**src/rtl/mux2a1_dosbits_arb.sv**
```systemverilog
// Two-lane 2-bit stream merger: per-lane FIFOs, one-grant-per-cycle arbiter, registered output.
// Define MUX2A1_ROUND_ROBIN_EN for round-robin contention; fixed priority (lane 0) otherwise.

module mux2a1_dosbits_fifo #(
  parameter int DEPTH = 4
) (
  input  logic       clk,
  input  logic       reset,
  input  logic       push,
  input  logic [1:0] din,
  input  logic       pop,
  output logic [1:0] head,
  output logic       full,
  output logic       empty,
  output logic       err
);
  localparam int AW = $clog2(DEPTH);

  logic [DEPTH-1:0][1:0] mem_q, mem_d;
  logic [AW-1:0]         wr_ptr_q, wr_ptr_d, rd_ptr_q, rd_ptr_d;
  logic [AW:0]           cnt_q, cnt_d;
  logic                  err_q, err_d;
  logic                  push_ok;

  assign full  = (cnt_q == (AW+1)'(DEPTH));
  assign empty = (cnt_q == '0);
  assign head  = mem_q[rd_ptr_q];
  assign err   = err_q;

  always_comb begin
    // A pop on the same edge frees the slot, so a full lane can still accept.
    push_ok  = push && (!full || pop);
    mem_d    = mem_q;
    wr_ptr_d = wr_ptr_q;
    rd_ptr_d = rd_ptr_q;
    cnt_d    = cnt_q;
    err_d    = err_q | (push & ~push_ok);
    if (push_ok) begin
      mem_d[wr_ptr_q] = din;
      wr_ptr_d        = wr_ptr_q + 1'b1;
    end
    if (pop) rd_ptr_d = rd_ptr_q + 1'b1;
    case ({push_ok, pop})
      2'b10:   cnt_d = cnt_q + 1'b1;
      2'b01:   cnt_d = cnt_q - 1'b1;
      default: cnt_d = cnt_q;
    endcase
  end

  always_ff @(posedge clk) begin
    if (reset) begin
      mem_q    <= '0;
      wr_ptr_q <= '0;
      rd_ptr_q <= '0;
      cnt_q    <= '0;
      err_q    <= 1'b0;
    end else begin
      mem_q    <= mem_d;
      wr_ptr_q <= wr_ptr_d;
      rd_ptr_q <= rd_ptr_d;
      cnt_q    <= cnt_d;
      err_q    <= err_d;
    end
  end
endmodule

module mux2a1_dosbits_arb #(
  parameter int DEPTH = 4
) (
  input  logic       clk,
  input  logic       reset,
  input  logic       valid0,
  input  logic [1:0] data_in0,
  input  logic       valid1,
  input  logic [1:0] data_in1,
  input  logic       pause,
  output logic       valid_out,
  output logic [1:0] data_out,
  output logic       selector_out,
  output logic       full0,
  output logic       full1,
  output logic       empty0,
  output logic       empty1,
  output logic       err0,
  output logic       err1
);
  localparam int NUM_LANES = 2;

  logic [NUM_LANES-1:0]      vld_in, full_w, empty_w, err_w, pop_w, elig;
  logic [NUM_LANES-1:0][1:0] din_w, head_w;
  logic                      gnt_any, gnt_lane;
  logic                      valid_out_q, valid_out_d;
  logic [1:0]                data_out_q, data_out_d;
  logic                      sel_q, sel_d;
  logic                      last_q, last_d;

  assign vld_in = {valid1, valid0};
  assign din_w  = {data_in1, data_in0};

  for (genvar g = 0; g < NUM_LANES; g++) begin : g_lane
    mux2a1_dosbits_fifo #(.DEPTH(DEPTH)) u_fifo (
      .clk   (clk),
      .reset (reset),
      .push  (vld_in[g]),
      .din   (din_w[g]),
      .pop   (pop_w[g]),
      .head  (head_w[g]),
      .full  (full_w[g]),
      .empty (empty_w[g]),
      .err   (err_w[g])
    );
  end

  always_comb begin
    elig    = ~empty_w & {NUM_LANES{~pause}};
    gnt_any = |elig;
`ifdef MUX2A1_ROUND_ROBIN_EN
    gnt_lane = (&elig) ? ~last_q : elig[1];
`else
    gnt_lane = ~elig[0];
`endif
    pop_w       = gnt_any ? (gnt_lane ? 2'b10 : 2'b01) : 2'b00;
    valid_out_d = gnt_any;
    data_out_d  = gnt_any ? head_w[gnt_lane] : 2'b00;
    sel_d       = gnt_any & gnt_lane;
    last_d      = gnt_any ? gnt_lane : last_q;
  end

  always_ff @(posedge clk) begin
    if (reset) begin
      valid_out_q <= 1'b0;
      data_out_q  <= 2'b00;
      sel_q       <= 1'b0;
      last_q      <= 1'b1;
    end else begin
      valid_out_q <= valid_out_d;
      data_out_q  <= data_out_d;
      sel_q       <= sel_d;
      last_q      <= last_d;
    end
  end

  assign valid_out    = valid_out_q;
  assign data_out     = data_out_q;
  assign selector_out = sel_q;
  assign {full1, full0}   = full_w;
  assign {empty1, empty0} = empty_w;
  assign {err1, err0}     = err_w;
endmodule
```
**config.mk**
```make
export PLATFORM = sky130hd
export DESIGN_NAME = mux2a1_dosbits_arb
export DESIGN_NICKNAME = d
export VERILOG_FILES = /design/src/rtl/mux2a1_dosbits_arb.sv
export SDC_FILE = /design/constraint.sdc
export NUM_CORES = 1
export LEC_CHECK = 0
export CAP_MARGIN = 40
export CELL_PAD_IN_SITES_DETAIL_PLACEMENT = 0
export CELL_PAD_IN_SITES_GLOBAL_PLACEMENT = 1
export CORE_UTILIZATION = 36
export DETAILED_ROUTE_END_ITERATION = 6
export HOLD_SLACK_MARGIN = 0.12
export PLACE_DENSITY_LB_ADDON = 0.25
export REMOVE_ABC_BUFFERS = 1
export SKIP_LAST_GASP = 1
export SLEW_MARGIN = 25
export SYNTH_ARGS = -nofsm -noshare
export SYNTH_HDL_FRONTEND = slang
export SYNTH_SLANG_ARGS = --single-unit
```
**constraint.sdc**
```tcl
create_clock -name clk -period 4 [get_ports clk]
set_clock_uncertainty 0.05 [all_clocks]
set_input_delay 0.6 -clock clk [delete_from_list [all_inputs] [get_ports clk]]
set_output_delay 0.6 -clock clk [all_outputs]
set_load 0.05 [all_outputs]
```
**Yosys cells after proc, flatten, opt, wreduce, memory -nomap -nowiden**

Index checks and enable logic that the tools add are counted.

- Flip-flop bits (word level): 36
- Output and inout bits: 10
- Word-level logic and storage cells: 82

- Add/subtract/negate cells: 8
- $lt $le $gt $ge: 7
- Equality and inequality tests: 6
- Mux-type cells: 16
- Bitwise gates (word level): 12
- Reductions and logical operators: 14

Operators with widths:

| cell | number |
|---|---|
| bitwise mux 8 bit | 2 |
| two-way mux 2 bit | 8 |
| less-than comparator 2 x 3 -> 1 bit (second input constant) | 4 |
| case mux 3 bit (2 select lines) | 2 |
| adder 2 x 1 -> 2 bit (second input constant) | 4 |
| binary-select mux 2 bit (select 2 bit) | 2 |
| demux 2 bit (select 2 bit) | 2 |
| adder 3 x 1 -> 3 bit (second input constant) | 2 |
| == test 3 bit (second input constant) | 2 |
| zero test 3 bit | 2 |
| subtractor 3 x 1 -> 3 bit (second input constant) | 2 |
| NOT 1 bit | 5 |
| == test 2 x 1 -> 1 bit (second input constant) | 2 |
| == test 2 bit (second input constant) | 2 |
| greater-or-equal comparator 2 x 1 -> 1 bit (second input constant) | 2 |
| logical AND 1 bit | 4 |
| nonzero test 2 bit | 2 |
| OR reduction 2 bit | 2 |
| AND 1 bit | 3 |
| AND 2 bit | 1 |
| zero test 1 bit | 2 |
| logical OR 1 bit | 2 |
| less-than comparator 1 x 2 -> 1 bit (second input constant) | 1 |
| NOT 2 bit | 1 |
| bitwise OR 1 bit | 2 |

**Logic depth before layout (Yosys ltp)**

Gate-level depths: netlist of run 1.

- Depth after elaboration: 10
- Mapped depth: 10

**Cells and area by module**

Synthesis of run 1 repeated with hierarchy kept, for this count alone.

- Cells, all modules: 189
- Area total of the unflattened synthesis: 1896.8 um^2

By module, submodules not included:

| module | instances | cells each | area each (um^2) | sequential area each (um^2) |
|---|---|---|---|---|
| mux2a1_dosbits_fifo | 2 | 87 | 872.1 | 320.3 |
| mux2a1_dosbits_arb | 1 | 15 | 152.6 | 80.1 |

**Worst setup path before layout of run 1**

OpenSTA, ideal clock, no wires.

- Path type: register to register
- Start: register g_lane[1].u_fifo.cnt_q[0]
- End: register g_lane[1].u_fifo.cnt_q[2]
- Setup time: 0.071 ns
- Data arrival time: 2.815 ns
- Slack: 1.064 ns
- Cell stages (with the launch flop): 9
- Path buffers: 0
- Cell sequence: dfxtp_1 > nor3_1 > nor2_1 > ha_1 > inv_1 > fa_1 > xor2_1 > or3_1 > a21oi_1

- Cells in the longest elaborated chain, start to end: 9
- Elaborated cells on any way between the ends: 15
- Classes of those cells: 2 x add/sub; 3 x eq/ne; 2 x mux; 2 x bitwise; 6 x reduce/logical

RTL lines:

| what | RTL line | RTL |
|---|---|---|
| start: declaration | 21 | `logic [AW:0] cnt_q, cnt_d;` |
| start signal: assignment | 61 | `cnt_q <= cnt_d;` |
| zero test 3 bit * | 26 | `assign empty = (cnt_q == '0);` |
| named net empty1 | 83 | `output logic empty1,` |
| NOT 2 bit * | 115 | `elig = ~empty_w & {NUM_LANES{~pause}};` |
| AND 2 bit * | 115 |  |
| OR reduction 2 bit * | 116 | `gnt_any = \|elig;` |
| two-way mux 2 bit * | 122 | `pop_w = gnt_any ? (gnt_lane ? 2'b10 : 2'b01) : 2'b00;` |
| named net g_lane[1].u_fifo.pop | 11 | `input logic pop,` |
| logical OR 1 bit | 32 | `push_ok = push && (!full \|\| pop);` |
| logical AND 1 bit | 32 |  |
| == test 2 x 1 -> 1 bit or == test 2 bit (tied branches) | 43 | `case ({push_ok, pop})` |
| case mux 3 bit (2 select lines) or nonzero test 2 bit (tied branches) | -- |  |

Mark *: on every way through the listed nets, which the timed path passes. The rest lies on a longest branch.
A chain may end at the register's enable or synchronous reset.

**Final worst setup path of run 1**

- Start: input port pause
- End: register g_lane[1].u_fifo.cnt_q[2]

- Cells in the longest elaborated chain, start to end: 8
- Elaborated cells on any way between the ends: 11
- Classes of those cells: 2 x eq/ne; 3 x mux; 2 x bitwise; 4 x reduce/logical

RTL lines:

| what | RTL line | RTL |
|---|---|---|
| start: declaration | 76 | `input logic pause,` |
| NOT 1 bit * | 115 |  |
| AND 2 bit * | 115 |  |
| two-way mux 2 bit or OR reduction 2 bit (tied branches) | 122, 116 |  |
| two-way mux 2 bit * | 122 |  |
| logical OR 1 bit | 32 |  |
| logical AND 1 bit | 32 |  |
| == test 2 x 1 -> 1 bit or == test 2 bit (tied branches) | 43 |  |
| case mux 3 bit (2 select lines) or nonzero test 2 bit (tied branches) | -- |  |

Every way passes the cells marked *; elsewhere a longest branch is shown, timed or not.

==> results of run 1 <==
[cell families after synthesis]
logic type | after synthesis | synth area share [%]
flip-flops | 36 | 38.30
adder cells (fa/ha/maj) | 11 | 8.112
buffers and inverters | 26 | 6.050
AND/OR/NAND/NOR | 65 | 20.61
multiplexers | 22 | 14.43
AO/OA/AOI/OAI | 32 | 10.64
XOR/XNOR | 4 | 1.862
[metrics by stage]
stage / util (%) / hold WS (ns) / total power, mW
after global placement: 43.26 / 0.4058 / 0.8039
after floorplan: - / 0.3948 / 0.6965
final: 45.85 / 0.4240 / 1.169
after global routing: 45.85 / 0.4433 / 1.234
after detailed placement: 43.26 / 0.4120 / 0.8268
after CTS: 45.85 / 0.4257 / 1.179
[power by group through the flow]
stage	combinational, mW	sequential (mW)	clock (mW)
6_report	0.372	0.447	0.350
2_1_floorplan	0.230	0.466	0
3_3_place_gp	0.353	0.451	0
5_1_grt	0.407	0.454	0.373
3_5_place_dp	0.372	0.455	0
4_1_cts	0.374	0.447	0.359
[state kept, by name, summed over array words and instances (netlist names)]
name,flops
g_lane.u_fifo.err,2
g_lane.u_fifo.wr_ptr_q,4
g_lane.u_fifo.cnt_q,6
selector_out,1
data_out,2
g_lane.u_fifo.rd_ptr_q,4
g_lane.u_fifo.mem_q,16
valid_out,1
[worst min path at each step]
stage | start | to | slack (ns) | depth (start not counted)
finish | g_lane[1].u_fifo.mem_q[7] | g_lane[1].u_fifo.mem_q[7] | 0.42 | 2
global route | g_lane[1].u_fifo.mem_q[7] | g_lane[1].u_fifo.mem_q[7] | 0.44 | 2
CTS | g_lane[1].u_fifo.mem_q[0] | g_lane[1].u_fifo.mem_q[0] | 0.43 | 2
detailed placement | g_lane[1].u_fifo.mem_q[7] | g_lane[1].u_fifo.mem_q[7] | 0.41 | 2
global placement | g_lane[0].u_fifo.err | g_lane[0].u_fifo.err | 0.41 | 2
floorplan | g_lane[1].u_fifo.mem_q[4] | g_lane[1].u_fifo.mem_q[4] | 0.39 | 2
[cells in the final DEF, fill, tap and decap left out, drive strengths merged, types with 3 or more instances in the layout]
| cell type | synthesis | final |
|---|---|---|
| a21oi | 12 | 12 |
| clkdlybuf4s50 | 0 | 18 |
| o31ai | 3 | 3 |
| nand3 | 5 | 5 |
| inv | 15 | 15 |
| o21ai | 6 | 6 |
| mux4 | 4 | 4 |
| nand2b | 23 | 23 |
| buf | 3 | 3 |
| nand2 | 5 | 5 |
| or4 | 3 | 3 |
| mux2i | 17 | 17 |
| clkbuf | 8 | 7 |
| a31oi | 3 | 3 |
| ha | 9 | 9 |
| or3 | 6 | 6 |
| nor2 | 11 | 11 |
| xor2 | 3 | 3 |
| dfxtp | 36 | 36 |
[layer usage]
layer / share of wire (%) / global-route usage [%] / vias up
met1: 48 / 20.03 / 674
met2: 47 / 26.16 / 29
met5: 0 / 0 / -
li1: - / - / 716
met4: 1.5 / 7.128 / 0
met3: 3.5 / 4.607 / 7
[area by class of cell]
type,instances,area (µm²)
Sequential cell,36,720.7
Fill cell,460,2643
Clock inverter,1,30.03
Multi-Input combinational cell,134,1047
Tap cell,67,83.83
Timing Repair Buffer,21,202.7
Clock buffer,7,96.34
Inverter,15,56.30
[worst reg2reg max path: stages, from the launching register on]
cell	delay, ns
dfxtp_1	0.41
or4_4	0.65
a21boi_1	0.28
inv_1	0.08
ha_1	0.22
inv_1	0.07
fa_1	0.17
xor2_1	0.07
or3_1	0.30
a21oi_1	0.16
==> results by group, run 1 <==
Timing
  • Max Transition Viols Final: 0
  • Slew @ Worst Pin: 0.5923 ns
  • Crit share post-route: 72.50%
  • Post-route setup slack: 1.100 ns
  • Setup Total Neg Slack: 0 ns
  • Worst slew margin: 60.15%
  • RSZ-0062 raised after global routing: false
  • Max Clk Rate: 344.8 MHz
  • Crit path time final: between 2 and 3 ns
  • # setup viols final: 0
  • Fin. Hold Viols: 0

Synthesis
  • Top cell type's share of synthesized area: 38.30%
  • Dominant cell by count in the synthesized netlist: dfxtp_1
  • Primary FF master, synth: dfxtp_1
  • Post-synth EDFFs: 0
  • Post-synth top area cell: dfxtp_1
  • Synth cell count leaders: 36 x dfxtp_1, 23 x nand2b_1, 17 x mux2i_1
  • Syn Area/Cell: 9.601 µm²
  • Post-synthesis cell type count: 39
  • Synth warnings: 0
  • Synth async-reset ratio: 0%
  • Sequential area share after synthesis: 38.30%
  • #FFs+latches synth: 36
  • Ranking of synthesized cells by area: dfxtp_1 38%, mux2i_1 9.0%, nand2b_1 7.6%
  • Synth Cell Area: 1882 µm²
  • Synth Instances: 196

Worst setup path
  • Critical Path End: g_lane[1].u_fifo.cnt_q[2]
  • Critical Path Start: pause
  • Startpoint Class: primary input
  • Crit path max-delay cell type: or4_4
  • Start of the worst register-to-register path: g_lane[0].u_fifo.cnt_q[2]
  • R2R depth: 9
  • CP peak stage delay: 0.50 ns
  • Critical Path AT: 3.06 ns
  • Critical path endpoint category: flip-flop
  • Crit Path Class: in2reg
  • Reg2reg setup slack: 1.46 ns
  • CP Cell Sequence: clkdlybuf4s50_1 > buf_4 > or4_4 > a21boi_1 > inv_1 > ha_1 > inv_1 > fa_1 > xor2_1 > or3_1 > a21oi_1
  • Most frequent CP cell: inv_1
  • Crit path max fanout: 18
  • Worst path required time: 4.16 ns
  • CP Depth: 11
  • Worst Path Buf+Inv: 4
  • Worst r2r dst: g_lane[1].u_fifo.cnt_q[2]
  • Critical path's top delay family: simple AND/OR/NAND/NOR gates

Pwr
  • Leakage: between 0.8 and 0.9 nW
  • Internal: just under 0.8 mW
  • Worst vdd ir: 258.5 µV
  • Psw: roughly 0.4 mW
  • Sw Ratio: 34.24%
  • Pwr dens: 522.7 nW/µm²
  • Clock power share: about 30%
  • Gate power share: 31.8%
  • Part of the power in registers: 38.2%

Placed design
  • Port Buffer Count: 18
  • GPL Wtd Cong: around 0.76
  • Placed inst area: roughly 2100 µm²
  • Pre-CTS setup slack: around 0.8 ns
  • HPWL Detailed: approximately 2900 µm
  • Placed cells: 273

Die
  • Row count: 25
  • Vert. Die Dim: approximately 74 µm
  • Die area: about 5500 µm²
  • Starting Density: 38.56%
  • # IOs: 19
  • Die width: roughly 74 µm
  • Placeable Area: about 5000 µm²

Routing
  • DRT iter0 DRCs: approximately 60
  • WL/cell: 14.00 µm
  • DR pass1 iterations: 4
  • Vias: 1426
  • Vias/cell: 5.075
  • Residual DRC: 0
  • Drt total wl: between 3000 and 4000 µm
  • Antenna-violating nets left: 0

Clock tree
  • Worst-path clk slew: 0.07 ns
  • # clock sinks: 36
  • CTS tree: done
  • Resize count post-CTS: 0
  • Post-CTS Hold Buffers: 0
  • Htree depth: 2
  • Setup Fix Bufs, Post-CTS: 0
  • Worst-Skew Late Latency: ~0.29 ns
  • Total CTS buffers: 5
  • Max Buffers Root-to-Sink: 2
  • Clock root cell: clkbuf_8

Cells and area
  • Layout area overhead: 18.88%
  • Design Area, Final: around 2200 µm²
  • Layout cells sized above 1: 8.879%
  • Fin cells: 281
  • ANT cells: 0
  • Nets@finish: 233

GRT
  • Largest net degree at the start of global routing: 27
  • GRT Util Overall: 16.14%
  • Initial antenna violation count: 0
  • Grt total ovfl: 0
  • Vias in the first global route: 1406
  • First-pass GRT wire length: 6548 µm

Worst hold path
  • Hold WC Path Type: reg2reg

Outcome
  • Status: finished, final reports clean

Run
  • Max-Cap Viols: 0
Power figures use the tool's default switching activity.
==> run 2: changes to the inputs <==
- clock period: 4 -> 2.9 ns (I/O delays scaled with it)
==> run 2 against run 1 <==
  * Via count increased by 2.5%
  * Non-clock buffer count is 4 higher
  * Utilization decreased by 0.38 points
  * Final cell count is 1.1% higher
  * Clock power decreased by 4%
  * Worst hold slack better by 0.0020 ns
  * Register-to-register slack worse by 1.1 ns
  * Wire length about the same
  * Critical path type is now reg2out
==> results by group, run 2 (synthesized netlist as in run 1, its figures left out) <==
Die
  • # IOs: 19 (unchanged)
  • Die area: 5520 µm² (unchanged)
  • Die width: 74.30 µm (unchanged)
  • Starting Density: 38.56% (unchanged)
  • Placeable Area: 4880 µm² (unchanged)
  • Row count: 25 (unchanged)
  • Vert. Die Dim: 74.30 µm (unchanged)

Placed design
  • HPWL Detailed: 2968 µm (+1.7%)
  • Pre-CTS setup slack: 0.1393 ns (-0.6425 ns)
  • GPL Wtd Cong: 0.8348 (+10%)
  • Port Buffer Count: 18 (unchanged)
  • Placed inst area: 2141 µm² (+1.4%)

Worst setup path
  • Critical path endpoint category: output port
  • Startpoint Class: flip-flop
  • Crit Path Class: reg2out
  • Crit path max fanout: 9 (-9)
  • Critical Path AT: 2.21 ns (-0.85 ns)
  • Worst path required time: 2.41 ns (-1.75 ns)

GRT
  • Met3 Resource Use GR: 4.065% (-0.54 points)
  • GR Util met2: 26.97% (+0.81 points)
  • Initial antenna violation count: 0 (unchanged)
  • Grt total ovfl: 0 (unchanged)
  • Largest net degree at the start of global routing: 28 (+3.7%)
  • Vias in the first global route: 1454 (+3.4%)
  • First-pass GRT wire length: 6920 µm (+5.7%)
  • M1 GR Usage: 22.46% (+2.4 points)
  • Busiest grt layer: met2
  • GRT Util Overall: 17.00% (+0.86 points)

Timing
  • Max Clk Rate: 371.2 MHz
  • # setup viols final: 0 (unchanged)
  • Fin. Hold Viols: 0 (unchanged)
  • Hold slack: 0.4261 ns (+0.002019 ns)
  • Setup Total Neg Slack: 0 ns (unchanged)
  • Slew @ Worst Pin: 0.5036 ns (-0.08867 ns)
  • RSZ-0062 raised after global routing: false
  • Crit path time final: ~2.7 ns
  • Crit share post-route: just over 90%
  • Post-route setup slack: 0.2058 ns (-0.8943 ns)
  • Max Transition Viols Final: 0 (unchanged)
  • Worst slew margin: 66.32% (+6.2 points)

Clock tree
  • Total CTS buffers: 5 (unchanged)
  • Worst-Skew Late Latency: 0.28 ns (about the same)
  • Max Buffers Root-to-Sink: 2 (unchanged)
  • CTS tree: done
  • Clock root cell: clkbuf_8
  • Resize count post-CTS: 0 (unchanged)
  • Setup Fix Bufs, Post-CTS: 0 (unchanged)
  • Htree depth: 2 (unchanged)
  • # clock sinks: 36 (unchanged)
  • Worst-path clk slew: 0.07 ns (about the same)
  • Post-CTS Hold Buffers: 0 (unchanged)

Routing
  • Residual DRC: 0 (unchanged)
  • Vias: 1461 (+2.5%)
  • DRT iter0 DRCs: 44 (-28%)
  • Drt total wl: 3935 µm (about the same)
  • WL/cell: 13.86 µm (-1.0%)
  • Antenna-violating nets left: 0 (unchanged)
  • Vias/cell: 5.144 (+1.4%)
  • DR pass1 iterations: 4 (unchanged)

Cells and area
  • Design Area, Final: 2218 µm² (-0.84%)
  • Top reg by flops: g_lane.u_fifo.mem_q
  • Layout area overhead: 17.89%
  • Fill cells: 490 (+6.5%)
  • Largest register FFs: 16 (unchanged)
  • Nets@finish: 237 (+1.7%)
  • Most common cell after layout, fill and taps aside: dfxtp_1
  • Commonest cells after routing, fill and taps aside: 36 x dfxtp_1, 23 x nand2b_1, 18 x clkdlybuf4s50_1
  • Largest regs: g_lane.u_fifo.mem_q: 16 flops, g_lane.u_fifo.cnt_q: 6 flops
  • ANT cells: 0 (unchanged)
  • Layout cells sized above 1: 9.677% (+0.80 points)

Worst hold path
  • Hold WC Path Type: reg2reg

Pwr
  • Leakage: 0.8383 nW (-0.52%)
  • Worst vdd ir: 281.6 µV (+9.0%)
  • Total design power: 1.469 mW (+26%)
  • Sw Ratio: 36.91% (+2.7 points)
  • Psw: 0.5423 mW (+35%)
  • Clock power share: 22.8% (-7.1 points)
  • Gate power share: 35.1% (+3.3 points)
  • Part of the power in registers: 42.1% (+3.9 points)
  • Internal: 0.9269 mW (+21%)
  • Pwr dens: 662.3 nW/µm² (+27%)

Outcome
  • Status: finished, final reports clean

Run
  • Max-Cap Viols: 0 (unchanged)
==> run 2: area by class of cell <==
| cell class | instances | area, µm² | area share (%) |
|---|---|---|---|
| repair buffers | 25 | 232.7 | 10.49 |
| clock inverters | 1 | 5.005 | 0.2256 |
| multi-input cells | 134 | 1047 | 47.21 |
| flip-flops and latches | 36 | 720.7 | 32.49 |
| inverters | 15 | 56.30 | 2.538 |
| clock buffers | 6 | 72.57 | 3.271 |
| well taps | 67 | 83.83 | 3.779 |
==> run 2: worst paths after layout <==
| kind | start | end | slack (ns) | cells past startpoint |
|---|---|---|---|---|
| max | g_lane[0].u_fifo.cnt_q[2] | empty0 | 0.21 | 3 |
| min | g_lane[0].u_fifo.err | g_lane[0].u_fifo.err | 0.43 | 2 |
| max reg2reg | g_lane[0].u_fifo.cnt_q[2] | g_lane[0].u_fifo.cnt_q[2] | 0.40 | 7 |
| min reg2reg | g_lane[0].u_fifo.err | g_lane[0].u_fifo.err | 0.43 | 2 |
==> run 2: layer usage <==
metal,vias up,routed length [µm]
li1,718,-
met1,704,1870
met4,0,63
met3,6,162
met5,-,0
met2,33,1838
==> run 2: power by group through the flow <==
stage	Combinational, mW	Sequential [mW]	Clock [mW]
after CTS	0.516	0.619	0.352
after floorplan	0.318	0.643	0
final	0.516	0.618	0.335
after detailed placement	0.515	0.630	0
after global routing	0.566	0.632	0.368
after global placement	0.498	0.622	0
==> run 2: critical path, cell delays in order (launching register included) <==
cell and delay (ns):
dfxtp_1 0.41, or3_1 0.47, inv_1 0.20, clkdlybuf4s50_1 0.84
==> run 2: through the flow <==
| step | utilization [%] | instances |
|---|---|---|
| detailed placement | 43.87 | 277 |
| CTS | 45.46 | 284 |
| floorplan | - | 185 |
| finish | 45.46 | 284 |
| global route | 45.46 | 284 |
| global placement | 43.87 | 277 |
==> RTL edit 1 (flow settings as in run 2) <==
Build with the macro `MUX2A1_ROUND_ROBIN_EN` defined.
--- a/src/rtl/mux2a1_dosbits_arb.sv
+++ b/src/rtl/mux2a1_dosbits_arb.sv
@@ -1,4 +1,6 @@
 // Two-lane 2-bit stream merger: per-lane FIFOs, one-grant-per-cycle arbiter, registered output.
 // Define MUX2A1_ROUND_ROBIN_EN for round-robin contention; fixed priority (lane 0) otherwise.
+
+`define MUX2A1_ROUND_ROBIN_EN
 
 module mux2a1_dosbits_fifo #(
Check against the original RTL: not equivalent (a bounded check fails within 4 cycles, from zero or initial values and one cycle with reset high).
==> RTL edit 1 against run 2 <==
Combinational power up 74%. Wire length down 4.7%. Critical path depth is the same. Clock power grew 42%. Cell area grew 6.2%. Sequential share of layout area fell by 1.0 points. Area after synthesis grew 1.9%. Sequential cell count rose by 1. Critical path type unchanged. Worst setup slack better by 0.073 ns. Non-clock buffer count grew 5. Power is 43% higher. Synthesized cell count rose by 1.5%. Critical endpoint is now empty1.
==> RTL edit 1: results (changes against run 2) <==
* Combinational share of power at 42.8% (+7.7 points)
* Vias per cell at 4.71 (-8.4%)
* Post-DP HPWL at 2.82 mm (-5.1%)
* Peak supply drop at 0.000454 V (+61%)
* Sw Ratio at 39.2% (+2.3 points)
* P_leak at 0.990 nW (+18%)
* Placed Area at 2240 um2 (+4.4%)
* Drt wl/cell at 12.6 um (-8.8%)
* Sequential cell area fraction in the yosys report at 38.6% (+0.32 points)
* Top cells by count, synth: dfxtp_1 (37), nand2b_1 (21), mux2i_1 (20)
* Register area at 741 um2 (+2.8%)
* Nets at 246 (+3.8%)
* Drt initial violations at 57 (+30%)
* Post-Syn Area per Cell at 9.64 um2 (+0.39%)
* First-pass GRT wire length at 6.62 mm (-4.4%)
* Fillcell total at 538 (+9.8%)
* Ys flop type: dfxtp_1
* Status: finished clean
* P_clk at 475 uW (+42%)
* Critical path arrival at 2.14 ns (-0.07 ns)
* Routed length on met3 at 109 um (-33%)
* Max-slew headroom at 54.5% (-12 points)
* Synth area leaders: dfxtp_1 (39%), mux2i_1 (10%), nand2b_1 (6.8%)
* Wl on met1 at 1.88 mm (+0.32%)
* Dpl cells at 289 (+4.3%)
* Crit-path max FO at 6 (-3)
* Post-Place Setup Slack at 0.230 ns (+0.0908 ns)
* Ant diodes at 0 (unchanged)
* Total track usage at 15.7% (-1.3 points)
* Overall power at 2.10 mW (+43%)
* DRT Wirelength at 3.75 mm (-4.7%)
* Clk_lat worst skew at 0.29 ns
* Met2 WL post-DR at 1.72 mm (-6.5%)
* GP Congestion at 0.814 (-2.5%)
RTL edit 1: cell types whose count changed after synthesis, moves of 3 or more:
| cell | change |
|---|---|
| nand2_1 | +4 |
| mux2i_1 | +3 |
| xnor2_1 | +6 |
| nor2_1 | +8 |
| or3_1 | -4 |
| a21oi_1 | -6 |
| o21ai_0 | -4 |
RTL edit 1: worst max-delay path, stage by stage, from the launching register on:
cell and delay [ns]:
dfxtp_1 0.35, or3_1 0.44, inv_1 0.21, clkdlybuf4s50_1 0.84
RTL edit 1: kinds of logic after synthesis:
| kind of cell | Yosys count | share of synthesized area (%) |
|---|---|---|
| compound gates | 27 | 11.2 |
| xor+xnor | 10 | 4.57 |
| fa+ha+maj | 11 | 7.96 |
| buf+inv | 27 | 5.41 |
| flops | 37 | 38.6 |
| mux | 24 | 15.1 |
| simple gates | 63 | 17.2 |
RTL edit 1: path summary, 6_finish.rpt:
check	start	to	slack (ns)	cells past startpoint
hold / removal	g_lane[1].u_fifo.err	g_lane[1].u_fifo.err	0.42	2
setup reg to reg	g_lane[1].u_fifo.cnt_q[2]	g_lane[1].u_fifo.cnt_q[2]	0.47	9
setup / recovery	g_lane[1].u_fifo.cnt_q[2]	empty1	0.28	3
hold reg to reg	g_lane[1].u_fifo.err	g_lane[1].u_fifo.err	0.42	2
RTL edit 1: metal layers:
metal / vias to the layer above / global-route usage [%]
li1: 728 / -
met1: 649 / 20.8
met2: 17 / 25.0
met3: 6 / 4.02
met4: 0 / 5.45
met5: - / 0
RTL edit 1: layout make-up:
cell class / count / share of cell area [%]
Multi-Input combinational cell: 135 / 45.6
Clock inverter: 2 / 1.59
Clock buffer: 6 / 3.51
Tap cell: 70 / 3.72
Sequential cell: 37 / 31.4
Timing Repair Buffer: 30 / 11.5
Inverter: 17 / 2.71
==> RTL edit 2 (flow settings as in run 2) <==
Without the edit above. Reset style: asynchronous (`reset`), changed in 2 clocked blocks.
--- a/src/rtl/mux2a1_dosbits_arb.sv
+++ b/src/rtl/mux2a1_dosbits_arb.sv
@@ -48,5 +48,5 @@
   end
 
-  always_ff @(posedge clk) begin
+  always_ff @(posedge clk or posedge reset) begin
     if (reset) begin
       mem_q    <= '0;
@@ -127,5 +127,5 @@
   end
 
-  always_ff @(posedge clk) begin
+  always_ff @(posedge clk or posedge reset) begin
     if (reset) begin
       valid_out_q <= 1'b0;
Formal check against the unedited RTL: differs if reset is asserted again (counterexample within 4 cycles, from zero or initial values and one cycle with reset high); with reset held inactive, the same outputs for 4 cycles.
==> RTL edit 2 against run 2 <==
Worst setup slack improved by 0.037 ns. Non-clock buffer count fell by 1. Synthesized cell count down 24%. Wire length down 13%. Cell area up 1.6%. Sequential cell count unchanged. Sequential share of layout area rose by 7.5 points. Die area fell by 1.7%. Area after synthesis is 1.7% lower.
Power is not compared: it rests on default switching activity, and its combinational part moved more than twofold at a synthesized area within 25%.
==> RTL edit 2: results (changes against run 2) <==
* Sequential power share at between 30 and 40%
* Inverters at 12 (-3)
* Multi-Input Combinational at 96 (-28%)
* Register area at 901 um2 (+25%)
* Distinct cell type count after synthesis at 33 (-15%)
* Placed Area at 2130 um2 (-0.58%)
* Clock-cell share at 5.60% (+2.1 points)
* DRT Wirelength at 3.44 mm (-13%)
* Fillcell total at 452 (-7.8%)
* Post-DP HPWL at 2.58 mm (-13%)
* Top cells by count, synth: dfrtp_1 (36), mux2_2 (17), inv_1 (12)
* Largest regs: g_lane.u_fifo.mem_q (16), g_lane.u_fifo.cnt_q (6)
* Post CTS Setup Buffer Count at 0 (unchanged)
* Critical path arrival at 2.17 ns (-0.04 ns)
* Routed length on met3 at 144 um (-11%)
* Xor-xnor portion of the synthesized cell area at 5.21% (+3.3 points)
* Routed via count at 1183 (-19%)
* Pin count of the biggest net entering global routing at 37 (+32%)
* Met1 usage at 18.7% (-3.8 points)
* GP Congestion at 0.782 (-6.3%)
* Clock Tree Buf Depth at 2 (unchanged)
* CP delay by family, top: buffers and inverters
* Status: finished clean
* Post-DRT Antenna Nets at 0 (unchanged)
* Clk_buf instances at 7 (+1)
* P_leak at 1.00 nW
* Synth Area in Compound Gates at 6.63% (-4.0 points)
* Vias in the first global route at 1308 (-10%)
* Post-Place Setup Slack at 0.180 ns (+0.0410 ns)
* Buffers outside the clock class at 24 (-4.0%)
* Cells after synthesis at 148 (-24%)
* Share of cells above drive strength 1 at 24.4% (+15 points)
* Finished Layout Cells at 243 (-14%)
* PortBufs at 18 (unchanged)
* Adder-cell share of the synthesized area at 8.25% (+0.14 points)
* Wl on met1 at 1.55 mm (-17%)
* Met2 WL post-DR at 1.71 mm (-7.0%)
* Met3 global-route usage at 4.53% (+0.46 points)
* Max-slew headroom at 63.2% (-3.1 points)
* Nets at 195 (-18%)
* Synth area leaders: dfrtp_1 (49%), mux2_2 (10%), ha_1 (6.1%)
* Num rows at 25 (unchanged)
* Multi-input combinational cell area at 873 um2 (-17%)
* Met2 Use GR at 25.9% (-1.1 points)
* Peak supply drop at about 0.0004 V
* Sequential cell area fraction in the yosys report at 48.7% (+10 points)
* Total track usage at 15.3% (-1.7 points)
* Non-clk buf share at 9.99% (-0.50 points)
* Post-synth ARST share at 100% (+100 points)
* Fraction of area in multi-input gates at 38.7% (-8.5 points)
* First-pass GRT wire length at 6.11 mm (-12%)
* Post-synthesis mux area share at 16.6% (+2.1 points)
* Slowest cell delay on critical path at 0.91 ns (+0.07 ns)
RTL edit 2: changes by cell type after synthesis, moves of 16 or more:
| cell | change |
|---|---|
| dfxtp_1 | -36 |
| nand2b_1 | -21 |
| mux2i_1 | -16 |
| dfrtp_1 | +36 |
| mux2_2 | +16 |
RTL edit 2: worst paths after layout:
| check | start | endpoint | slack (ns) | depth (start not counted) |
|---|---|---|---|---|
| max reg2reg | g_lane[0].u_fifo.cnt_q[0] | g_lane[1].u_fifo.cnt_q[2] | 0.46 | 9 |
| min | g_lane[1].u_fifo.err | g_lane[1].u_fifo.err | 0.43 | 1 |
| max in group asynchronous | reset | data_out[0] | 1.98 | 3 |
| max | g_lane[0].u_fifo.cnt_q[0] | empty0 | 0.24 | 2 |
| min in group asynchronous | reset | g_lane[1].u_fifo.cnt_q[0] | 0.50 | 3 |
| min reg2reg | g_lane[1].u_fifo.err | g_lane[1].u_fifo.err | 0.43 | 1 |
